### config.mk
export PLATFORM = sky130hd
export DESIGN_NAME = fifo_level
export DESIGN_NICKNAME = d
export VERILOG_FILES = /design/src/rtl/fifo_pkg.sv /design/src/rtl/fifo_ram.sv /design/src/rtl/fifo_level.sv
export SDC_FILE = /design/constraint.sdc
export NUM_CORES = 1
export LEC_CHECK = 0
export BUFFER_PORTS_ARGS = -buffer_cell sky130_fd_sc_hd__buf_2
export CORE_MARGIN = 1.5
export CORE_UTILIZATION = 55
export CTS_CLUSTER_SIZE = 24
export DETAILED_ROUTE_END_ITERATION = 12
export GPL_ROUTABILITY_DRIVEN = 0
export PLACE_DENSITY = 0.75
export SLEW_MARGIN = 20
export SYNTH_ARGS = -nofsm -noshare
export SYNTH_HDL_FRONTEND = slang
export SYNTH_SLANG_ARGS = --single-unit
### constraint.sdc
create_clock -name i_clk -period 3.8 [get_ports i_clk]
set_clock_uncertainty 0.2 [all_clocks]
set_input_delay 0.95 -clock i_clk [delete_from_list [all_inputs] [get_ports i_clk]]
set_output_delay 0.95 -clock i_clk [all_outputs]
set_load 0.01 [all_outputs]
### src/rtl/fifo_pkg.sv
// fifo_pkg: shared definitions for the fifo_level buffer and its register file.
`default_nettype none

package fifo_pkg;

    // {wr_acc, rd_acc} operation encodings
    localparam logic [1:0] OP_NOP  = 2'b00;
    localparam logic [1:0] OP_RD   = 2'b01;
    localparam logic [1:0] OP_WR   = 2'b10;
    localparam logic [1:0] OP_RDWR = 2'b11;

    function automatic int fifo_depth(input int addr_bits);
        return 2 ** addr_bits;
    endfunction

    function automatic int fifo_count_width(input int addr_bits);
        return addr_bits + 1;
    endfunction

endpackage

`default_nettype wire

### src/rtl/fifo_ram.sv
// fifo_ram: B x 2**W register file, one synchronous write port, one asynchronous read port.
`default_nettype none

module fifo_ram
    import fifo_pkg::*;
#(
    parameter int B = 8,
    parameter int W = 4
) (
    input  logic         i_clk,
    input  logic         i_we,
    input  logic [W-1:0] i_waddr,
    input  logic [B-1:0] i_wdata,
    input  logic [W-1:0] i_raddr,
    output logic [B-1:0] o_rdata
);

    logic [B-1:0] mem_q [fifo_depth(W)];

    always_ff @(posedge i_clk) begin
        if (i_we) begin
            mem_q[i_waddr] <= i_wdata;
        end
    end

    // Read sees the pre-edge contents, so a same-cycle overwrite at r_ptr is never observed.
    assign o_rdata = mem_q[i_raddr];

endmodule

`default_nettype wire

### src/rtl/fifo_level.sv
// fifo_level: synchronous FIFO with occupancy count, programmable almost flags and
// overflow/underflow pulses. Define FIFO_FWFT_EN for first-word fall-through read data.
`default_nettype none

module fifo_level
    import fifo_pkg::*;
#(
    parameter int B         = 8,
    parameter int W         = 4,
    parameter int AF_THRESH = 2 ** W - 2,
    parameter int AE_THRESH = 2
) (
    input  logic         i_clk,
    input  logic         i_reset,
    input  logic         i_wr,
    input  logic [B-1:0] i_w_data,
    input  logic         i_rd,
    output logic [B-1:0] o_r_data,
    output logic         o_empty,
    output logic         o_full,
    output logic         o_almost_empty,
    output logic         o_almost_full,
    output logic [W:0]   o_count,
    output logic         o_overflow,
    output logic         o_underflow
);

    localparam logic [W:0] DEPTH_C = (W + 1)'(fifo_depth(W));
    localparam logic [W:0] AF_C    = (W + 1)'(AF_THRESH);
    localparam logic [W:0] AE_C    = (W + 1)'(AE_THRESH);

    logic [W-1:0] wptr_q;
    logic [W-1:0] rptr_q;
    logic [W:0]   count_q;
    logic [W:0]   count_d;
    logic         empty_q;
    logic         full_q;
    logic         almost_empty_q;
    logic         almost_full_q;
    logic         overflow_q;
    logic         underflow_q;
    logic         rd_acc;
    logic         wr_acc;
    logic [1:0]   op;
    logic [B-1:0] ram_rdata;

    // A read frees a slot in the same cycle, so a full FIFO can still accept a write.
    assign rd_acc = i_rd & ~empty_q;
    assign wr_acc = i_wr & (~full_q | rd_acc);
    assign op     = {wr_acc, rd_acc};

    always_comb begin
        count_d = count_q;
        case (op)
            OP_WR:   count_d = count_q + 1'b1;
            OP_RD:   count_d = count_q - 1'b1;
            default: count_d = count_q;
        endcase
    end

    always_ff @(posedge i_clk or posedge i_reset) begin
        if (i_reset) begin
            wptr_q         <= '0;
            rptr_q         <= '0;
            count_q        <= '0;
            empty_q        <= 1'b1;
            full_q         <= 1'b0;
            almost_empty_q <= 1'b1;
            almost_full_q  <= 1'b0;
            overflow_q     <= 1'b0;
            underflow_q    <= 1'b0;
        end else begin
            if (wr_acc) begin
                wptr_q <= wptr_q + 1'b1;
            end
            if (rd_acc) begin
                rptr_q <= rptr_q + 1'b1;
            end
            count_q        <= count_d;
            empty_q        <= (count_d == '0);
            full_q         <= (count_d == DEPTH_C);
            almost_empty_q <= (count_d <= AE_C);
            almost_full_q  <= (count_d >= AF_C);
            overflow_q     <= i_wr & ~wr_acc;
            underflow_q    <= i_rd & ~rd_acc;
        end
    end

    fifo_ram #(
        .B (B),
        .W (W)
    ) u_ram (
        .i_clk   (i_clk),
        .i_we    (wr_acc),
        .i_waddr (wptr_q),
        .i_wdata (i_w_data),
        .i_raddr (rptr_q),
        .o_rdata (ram_rdata)
    );

`ifdef FIFO_FWFT_EN
    assign o_r_data = ram_rdata;
`else
    logic [B-1:0] r_data_q;

    always_ff @(posedge i_clk or posedge i_reset) begin
        if (i_reset) begin
            r_data_q <= '0;
        end else if (rd_acc) begin
            r_data_q <= ram_rdata;
        end
    end

    assign o_r_data = r_data_q;
`endif

    assign o_empty        = empty_q;
    assign o_full         = full_q;
    assign o_almost_empty = almost_empty_q;
    assign o_almost_full  = almost_full_q;
    assign o_count        = count_q;
    assign o_overflow     = overflow_q;
    assign o_underflow    = underflow_q;

endmodule

`default_nettype wire

==> results.md <==
* CP Data Arrival Time at 3.29 ns
* Switching Fraction at between 30% and 40%
* Largest net degree at the start of global routing at 36
* Hold Violations, Final at 0
* Power Internal at 3.75 mW
* CTS resizes at 0
* Outcome: finished, final reports clean
* Buffers on Ports at 30
* Antenna-violating nets left at 0
* Die W at about 110 um
* Worst-Margin Slew at roughly 0.95 ns
* Synth warnings at 0
* First-pass GRT wire length at 18200 um
* Final-stage net count at 430
* CP Capture Type: register
* Leak at between 2 and 3 nW
* # Post-CTS Setup Buffers at 0
* Worst hold path type: register to register
* Number of synthesized register bits at roughly 160
* Fin crit share at between 80% and 90%
* Number of CTS-inserted buffers at 17
* Core region area at about 11000 um2
* Total GRT Usage at 21.9%
* VDD IR max at 0.608 mV
* Starting Density at a little under three fifths
* Syn nets at 380
* Unique masters post-synth at between 40 and 50
* Post-synthesis sequential area ratio at between 70% and 80%
* Mapped Cells at 360
* MaxCap Viol Count at 0
* Setup violators final at 0
* Fillers at approximately 760
* Initial antenna violation count at 0
* Max Fclk at 314 MHz
* Worst-skew pair later-pin latency at around 0.42 ns
* Critical Path RT at 3.90 ns
* EDFF count, synth at 128
* ANT cells at 0
* Area Overhead vs Synth at 14.5%
* Clock tree buffer depth at 2
* WL per Instance at ~21 um
* Ys async rst share at 17.4%
* Setup TNS after final layout at 0 ns
* Crit path max fanout at 7
* Clock sink count at approximately 160
* Detailed-route wire length at 12000 um
* Die Ht at 110 um
* I/O pin total at 31
* CP max stage delay at 0.39 ns
* Top FF cell, synth: edfxtp_1
* Mapped Area at 6310 um2
* Vias per cell at between 5 and 6
* Dpl ws at between 0.2 and 0.25 ns
* 1st-pass router iterations at 7
* Iter 0 DRT Violations at between 200 and 300
* H-Tree Depth at 4
* Sequential Power Share at 43.1%
* # rows at 38
* Final count of pins violating max slew at 0
* Vias in the first global route at ~3300
* Crit-path cells: buf_2 -> nand2b_1 -> a21boi_2 -> inv_1 -> ha_1 -> xor2_1 -> ha_1 -> nor3b_2 -> o32ai_2 -> xnor2_1 -> inv_1 -> a2111oi_1
* DR vias at ~3300
* Post-DP HPWL at approximately 7400 um
* P_sw at between 1.5 and 2 mW
* Type of element launching the critical path: input pin
* CTS tree: yes
* P per Cell Area at approximately 760 nW/um2
* Fraction of layout cells with a size suffix above 1 at between 20% and 30%
* CP max-delay cell: a2111oi_1
* Setup WS post-layout at around 0.61 ns
* Avg Cell Area, Syn at 17.5 um2
* Comb power frac at between 20% and 30%
* # DRC at 0
* CP Class: input pin to register
* Fin util at around 65%
* Reg clk slew, reported paths at roughly 0.06 ns
* Grt total ovfl at 0
* Unrepaired setup endpoints after global routing: no
* Die area at roughly 12000 um2
* CTS Hold Buffers Added at 0
* Crit path time final at 3.19 ns
* CTS Root Cell: clkbuf_16
* Max-Slew Margin vs Limit at roughly 36%
* Clk pwr share at between 20% and 30%
power groups by stage:
stage / logic [mW] / clock network (mW) / registers [mW]
floorplan: 1.22 / 0 / 2.30
global placement: 1.54 / 0 / 2.40
detailed placement: 1.57 / 0 / 2.41
CTS: 1.58 / 1.59 / 2.38
global route: 1.72 / 1.66 / 2.42
finish: 1.58 / 1.57 / 2.38
path summary, 6_finish.rpt:
check | startpoint | endpoint | slack, ns | cells after the start
worst max register to register | o_empty$_DFF_PP1_ | o_almost_empty$_DFF_PP1_ | 0.76 | 10
worst max-delay path | i_rd | o_almost_empty$_DFF_PP1_ | 0.61 | 12
max in group asynchronous | i_reset | o_full$_DFF_PP0_ | 2.56 | 2
worst min-delay path | o_r_data[2]$_DFFE_PP0P_ | o_r_data[2]$_DFFE_PP0P_ | 0.33 | 2
worst min register to register | o_r_data[2]$_DFFE_PP0P_ | o_r_data[2]$_DFFE_PP0P_ | 0.33 | 2
min in group asynchronous | i_reset | o_r_data[6]$_DFFE_PP0P_ | 0.41 | 2
routing by layer:
metal / vias up / wire length, um / global-route usage, %
li1: 1503 / - / -
met1: 1666 / 5160 / 28.2
met2: 123 / 5920 / 36.2
met3: 11 / 753 / 6.00
met4: 0 / 131 / 7.88
met5: - / 0 / 0
final cells by class:
cell class,count,area [um2],area share (%)
flip-flops and latches,155,4520,62.6
multi-input cells,180,1640,22.7
clock buffers,18,429,5.94
repair buffers,50,313,4.33
well taps,140,175,2.42
clock inverters,14,123,1.70
inverters,6,22.5,0.312
worst max-delay path: cells and delay by family:
kind                     cells  cell delay (ns)
AO/OA/AOI/OAI                3             0.86
buffers and inverters        3             0.28
XOR/XNOR                     2             0.40
adder cells (fa/ha/maj)      2             0.50
AND/OR/NAND/NOR              2             0.29
synthesized netlist by cell type (4+ instances only):
cell type	n	area share, %
xnor2_1	8	1.1
mux2i_1	15	2.4
nand2b_1	5	0.50
ha_1	8	1.6
nor2_1	27	1.6
a21oi_1	18	1.4
a2111oi_0	9	1.2
inv_1	6	0.36
buf_4	4	0.48
dfrtp_1	25	9.9
nand2_1	15	0.89
clkbuf_1	5	0.30
nor2b_1	14	1.4
a31oi_1	5	0.50
mux4_1	11	4.6
xor2_1	4	0.56
mux4_2	13	4.6
nor3_1	6	0.48
mux2_2	5	0.89
buf_2	6	0.48
edfxtp_1	128	61
through the flow:
stage	std cells	instance area, um2	power [mW]	hold WS [ns]
global placement	531	6670	3.93	0.307
detailed placement	531	6670	3.99	0.324
finish	563	7220	5.52	0.332
global route	563	7220	5.81	0.374
floorplan	360	6310	3.52	0.355
CTS	563	7220	5.56	0.337
registers in the layout, summed over array words and instances, names as in the netlist, 4 cells and up:
| signal | flops |
|---|---|
| rptr_q | 4 |
| o_r_data | 8 |
| wptr_q | 4 |
| o_count | 5 |
| u_ram.mem_q | 128 |
cell usage in the layout (no fill, tap or decap), types with 11 or more instances in the layout:
cell type | Yosys | routed
a21oi_1 | 18 | 18
buf_2 | 6 | 30
buf_4 | 4 | 19
clkbuf_16 | 0 | 17
dfrtp_1 | 25 | 25
edfxtp_1 | 128 | 128
mux2i_1 | 15 | 15
mux4_1 | 11 | 11
mux4_2 | 13 | 13
nand2_1 | 15 | 15
nor2_1 | 27 | 27
nor2b_1 | 14 | 14
kinds of logic (layout without fill, tap and decap cells):
family,count (synthesis),after routing,synth area share (%)
simple gates,76,76,5.93
xor+xnor,12,12,1.67
buf+inv,25,88,2.34
fa+ha+maj,8,8,1.59
mux,44,44,12.5
compound gates,40,40,4.32
flops,155,155,71.7
(Power assumes the default switching activity.)
